<file path="src/rtl/instr_queue_reg.sv">
// Instruction register fed by a DEPTH-entry prefetch FIFO, with bypass into the IR
// when the queue is empty and output-enable gating of the opcode/address fields.
module instr_queue_reg #(
    parameter int unsigned DATA_W = 8,
    parameter int unsigned OP_W   = 4,
    parameter int unsigned DEPTH  = 4,
    localparam int unsigned ADDR_W = DATA_W - OP_W,
    localparam int unsigned CNT_W  = $clog2(DEPTH + 1)
) (
    input  logic              clk,
    input  logic              rst,
    input  logic [DATA_W-1:0] data_in,
    input  logic              Ii,
    input  logic              Inext,
    input  logic              flush,
    input  logic              Io,
    output logic [OP_W-1:0]   opt,
    output logic [ADDR_W-1:0] addt,
    output logic [OP_W-1:0]   op_code_o,
    output logic [ADDR_W-1:0] address_o,
    output logic              ir_valid,
    output logic              full,
    output logic              empty,
    output logic [CNT_W-1:0]  count,
    output logic              overflow
);

    localparam int unsigned PTR_W = $clog2(DEPTH);

    logic [DATA_W-1:0] mem_q [DEPTH];
    logic [PTR_W-1:0]  wr_ptr_q, wr_ptr_d;
    logic [PTR_W-1:0]  rd_ptr_q, rd_ptr_d;
    logic [CNT_W-1:0]  count_q, count_d;
    logic [OP_W-1:0]   opt_q, opt_d;
    logic [ADDR_W-1:0] addt_q, addt_d;
    logic              ir_valid_q, ir_valid_d;
    logic              overflow_q, overflow_d;
    logic              full_q, full_d;
    logic              empty_q, empty_d;

    logic              is_full, is_empty;
    logic              push_ok, pop, bypass;
    logic [DATA_W-1:0] head;

    assign is_full  = (count_q == CNT_W'(DEPTH));
    assign is_empty = (count_q == '0);
    assign head     = mem_q[rd_ptr_q];

    // Next-state: flush dominates; otherwise pop/bypass into IR and push into FIFO
    always_comb begin
        wr_ptr_d   = wr_ptr_q;
        rd_ptr_d   = rd_ptr_q;
        count_d    = count_q;
        opt_d      = opt_q;
        addt_d     = addt_q;
        ir_valid_d = ir_valid_q;
        overflow_d = overflow_q;
        push_ok    = 1'b0;
        pop        = 1'b0;
        bypass     = 1'b0;

        if (flush) begin
            wr_ptr_d   = '0;
            rd_ptr_d   = '0;
            count_d    = '0;
            ir_valid_d = 1'b0;
            overflow_d = 1'b0;
        end else begin
            bypass  = Inext && is_empty && Ii;
            pop     = Inext && !is_empty;
            push_ok = Ii && !is_full && !bypass;

            // A full queue never forwards the incoming word, even when popping
            if (Ii && is_full) begin
                overflow_d = 1'b1;
            end

            if (pop) begin
                opt_d      = head[DATA_W-1:ADDR_W];
                addt_d     = head[ADDR_W-1:0];
                ir_valid_d = 1'b1;
                rd_ptr_d   = rd_ptr_q + 1'b1;
            end else if (bypass) begin
                opt_d      = data_in[DATA_W-1:ADDR_W];
                addt_d     = data_in[ADDR_W-1:0];
                ir_valid_d = 1'b1;
            end else if (Inext) begin
                ir_valid_d = 1'b0;
            end

            if (push_ok) begin
                wr_ptr_d = wr_ptr_q + 1'b1;
            end

            case ({push_ok, pop})
                2'b10:   count_d = count_q + 1'b1;
                2'b01:   count_d = count_q - 1'b1;
                default: count_d = count_q;
            endcase
        end

        full_d  = (count_d == CNT_W'(DEPTH));
        empty_d = (count_d == '0);
    end

    always_ff @(posedge clk) begin
        if (rst) begin
            wr_ptr_q   <= '0;
            rd_ptr_q   <= '0;
            count_q    <= '0;
            opt_q      <= '0;
            addt_q     <= '0;
            ir_valid_q <= 1'b0;
            overflow_q <= 1'b0;
            full_q     <= 1'b0;
            empty_q    <= 1'b1;
        end else begin
            wr_ptr_q   <= wr_ptr_d;
            rd_ptr_q   <= rd_ptr_d;
            count_q    <= count_d;
            opt_q      <= opt_d;
            addt_q     <= addt_d;
            ir_valid_q <= ir_valid_d;
            overflow_q <= overflow_d;
            full_q     <= full_d;
            empty_q    <= empty_d;
        end
    end

    // Queue storage carries no reset; occupancy is tracked by count_q
    always_ff @(posedge clk) begin
        if (!rst && push_ok) begin
            mem_q[wr_ptr_q] <= data_in;
        end
    end

    assign opt       = opt_q;
    assign addt      = addt_q;
    assign ir_valid  = ir_valid_q;
    assign count     = count_q;
    assign full      = full_q;
    assign empty     = empty_q;
    assign overflow  = overflow_q;
    assign op_code_o = (Io && ir_valid_q) ? opt_q  : '0;
    assign address_o = (Io && ir_valid_q) ? addt_q : '0;

endmodule

</file>
<file path="config.mk">
export PLATFORM = sky130hd
export DESIGN_NAME = instr_queue_reg
export DESIGN_NICKNAME = d
export VERILOG_FILES = /design/src/rtl/instr_queue_reg.sv
export SDC_FILE = /design/constraint.sdc
export NUM_CORES = 1
export LEC_CHECK = 0
export CORE_ASPECT_RATIO = 1.2
export CORE_MARGIN = 4
export CORE_UTILIZATION = 30
export CTS_BUF_LIST = sky130_fd_sc_hd__clkbuf_4 sky130_fd_sc_hd__clkbuf_8 sky130_fd_sc_hd__clkbuf_16
export DETAILED_ROUTE_END_ITERATION = 10
export HOLD_SLACK_MARGIN = 0.08
export PLACE_DENSITY = 0.57
export REMOVE_ABC_BUFFERS = 1
export SETUP_SLACK_MARGIN = 0.15
export SYNTH_ARGS = -nofsm -noshare
export SYNTH_HDL_FRONTEND = slang
export SYNTH_SLANG_ARGS = --single-unit
</file>
<file path="constraint.sdc">
create_clock -name clk -period 3.4 [get_ports clk]
set_input_delay 0.51 -clock clk [delete_from_list [all_inputs] [get_ports clk]]
set_output_delay 0.51 -clock clk [all_outputs]
set_load 0.05 [all_outputs]
</file>
==> summary.md <==
| Metric | Value |
|---|---|
| Yosys reg bits | 53 |
| Worst setup path start | count[1]$_SDFF_PP0_ |
| Post-route non-filler standard cell count | 281 |
| Final hold vios | 0 |
| Initial antenna violation count | 0 |
| Leak Pwr | approximately 0.94 nW |
| Count of cell types in the netlist | 31 |
| Fillers | 666 |
| Outcome | completed |
| Core Box Area | just under 7000 µm² |
| R2R Setup Slk | ~770 ps |
| Total power | between 1 and 1.5 mW |
| # rows | 33 |
| CP Max Fanout | 9 |
| Rel. slew slack | 0.554 |
| CTS Hold Bufs | 0 |
| Unrepaired setup endpoints after global routing | false |
| CTS tree | done |
| HP Class | reg -> reg |
| Die height | 101 µm |
| Post-CTS setup buffers | 0 |
| 1st-pass router iterations | 4 |
| Worst-case reg-to-reg path depth | 8 |
| Post-Synthesis Cells | between 150 and 200 |
| H-Tree Depth | 2 |
| Simple-gate portion of the synthesized area | 0.111 |
| Max Freq | between 0.3 and 0.4 GHz |
| Period utilization | 0.775 |
| Cts bufs inserted | 5 |
| Most frequent cell after synthesis | edfxtp_1 |
| Clock transition at path regs | 90 ps |
| Storage cell area | 1380 µm² |
| Mux cell area share after synthesis | 0.0924 |
| Vias in the first global route | around 1200 |
| Die area | between 8000 and 9000 µm² |
| PostCTS Resize Cnt | 0 |
| DRT iter0 DRCs | 76 |
| Maximum buffer depth of the clock tree | 2 |
| Layout area overhead | 24.9% |
| Crit path DAT | 2880 ps |
| Vias | 1272 |
| Worst Tran Pin Value | 665 ps |
| Netlist Area Pre-Place | 2170 µm² |
| Setup TNS | 0 ps |
| Area share of xor/xnor cells in the synthesized design | 0.0237 |
| Syn. warnings | 0 |
| Clock Skews | around 17 ps |
| Hold_ws | around 480 ps |
| PortBufs | 36 |
| Final min period | 2630 ps |
| Horiz. Die Dim | around 86 µm |
| DRT antenna net count | 0 |
| Hold path startpoint | overflow$_SDFFE_PP0P_ |
| FF-to-FF End | full$_SDFF_PP0_ |
| Clk_lat worst skew | 310 ps |
| Gp weighted congestion | about 0.71 |
| DR vias/cell | 4.53 |
| Reg2reg start | count[1]$_SDFF_PP0_ |
| Sequential fraction of the synthesis area | 0.637 |
| Starting density of the core | 0.312 |
| Yosys top cell area share | 0.443 |
| Cell taking the most area after synthesis | edfxtp_1 |
| WS Path Type | reg -> reg |
| Hold EP | overflow$_SDFFE_PP0P_ |
| WL/cell | around 14 µm |
| Syn Area/Cell | between 10 and 15 µm² |
| Hold Path Stages | 2 |
| Fin. max-slew vios | 0 |
| Fin nets | between 200 and 250 |
| Largest family of logic cells by synthesized area | simple AND/OR/NAND/NOR gates |
| Clock Sink Count | between 50 and 60 |
| Critical Path Start Type | register |
| Total track usage | 0.0983 |
| CTS root buf | clkbuf_8 |
| Synth top area cells | edfxtp_1 44%, dfxtp_1 19%, mux4_2 8.3% |
| Pwr Density | approximately 440 nW/µm² |
| Adder-cell share of the synthesized area | 0.0381 |
| Top FF cell, synth | edfxtp_1 |
| Multi-input logic area | 736 µm² |
| Req. time, crit path | ~3600 ps |
| Setup Viol. Count Final | 0 |
| Compound-Gate Fraction of Synth Area | 0.0739 |
| Routed wire length | roughly 4.0 mm |
| VDD IR max | ~170 µV |
| Worst Setup End Kind | register |
| Share of cells above drive strength 1 | 0.124 |
| Total gr overflow | 0 |
| Drt drc | 0 |
| Post-synth EDFFs | 32 |
| Largest net degree at the start of global routing | 18 |
| # diodes | 0 |
| Global-route wire length before repair | roughly 6.4 mm |
| Post-DP HPWL | 2.87 mm |
| Share of flip-flops with an asynchronous set or reset | 0 |
| Commonest cells in the netlist | 32 x edfxtp_1, 21 x dfxtp_1, 17 x nand2_1 |
| Placed Cells | 273 |
| Maxcap violations | 0 |
| Top-level I/O count | 37 |
## worst max-delay path: stages, from the launching register on
cell,delay (ps)
dfxtp_1,430
o31ai_2,630
inv_2,80
ha_1,240
fa_1,380
xnor2_1,140
or3_1,300
a21oi_1,220
nor2b_1,150
## metrics by stage
| stage | instance area [µm²] | utilization | setup slack [ps] |
|---|---|---|---|
| after floorplan | 2130 | - | 670 |
| after global routing | 2710 | 0.390 | 584 |
| after global placement | 2610 | 0.376 | 610 |
| after detailed placement | 2610 | 0.376 | 560 |
| final | 2710 | 0.390 | 766 |
| after CTS | 2710 | 0.390 | 739 |
## state kept, by name (all words and copies together) (netlist names), named ones only
signal    cells
mem_q        32
addt          4
opt           4
count         3
rd_ptr_q      2
wr_ptr_q      2
empty         1
full          1
ir_valid      1
overflow      1
## layout make-up
type	instances	area share
Tap cell	87	0.0402
Clock inverter	2	0.00601
Sequential cell	53	0.510
Clock buffer	6	0.0305
Timing Repair Buffer	37	0.136
Multi-Input combinational cell	92	0.272
Inverter	4	0.00555
## worst max path at each step
stage                 endpoint  slack [ps]  cells past startpoint
3_3_place_gp   full$_SDFF_PP0_         610                      9
3_5_place_dp   full$_SDFF_PP0_         560                      9
4_1_cts        full$_SDFF_PP0_         740                      8
6_report       full$_SDFF_PP0_         770                      8
5_1_grt        full$_SDFF_PP0_         580                      8
2_1_floorplan  full$_SDFF_PP0_         670                      8
## cell usage in the layout, fill, tap and decap left out, drive strengths merged
cell type      netlist  final
a211oi               2      2
a21oi                2      2
a31oi                9      9
and2                 4      4
and3                 8      8
buf                  3      1
clkbuf               2      6
clkdlybuf4s50        0     36
clkinvlp             0      1
dfxtp               21     21
edfxtp              32     32
fa                   1      1
ha                   5      5
inv                  4      5
mux2i                2      2
mux4                 8      8
nand2               17     17
nor2                12     12
nor2b                1      1
nor3b                2      2
nor4                 1      1
o21ai                9      9
o31ai                2      2
or2                  1      1
or3                  1      1
xnor2                3      3
xor2                 2      2
## where the power goes
group	switching (mW)	internal [mW]
sequential	0.0111	0.691
combinational	0.0726	0.0498
clock	0.203	0.168
## kinds of logic (layout without fill, tap and decap cells)
| group | count (synthesis) | in the layout |
|---|---|---|
| DFF | 53 | 53 |
| and+or+nand+nor | 47 | 47 |
| AOI/OAI and AO/OA | 24 | 24 |
| muxes | 10 | 10 |
| buffers and inverters | 9 | 49 |
| adders and majority gates | 6 | 6 |
| xor gates and xnor gates | 5 | 5 |
## per-layer routing
metal  GRT usage  part of all wire
met3      0.0262             0.055
met4      0.0548             0.024
met1       0.126              0.46
met2       0.151              0.47
met5           0                 0
Note: power is estimated with default switching activity, not from simulation.
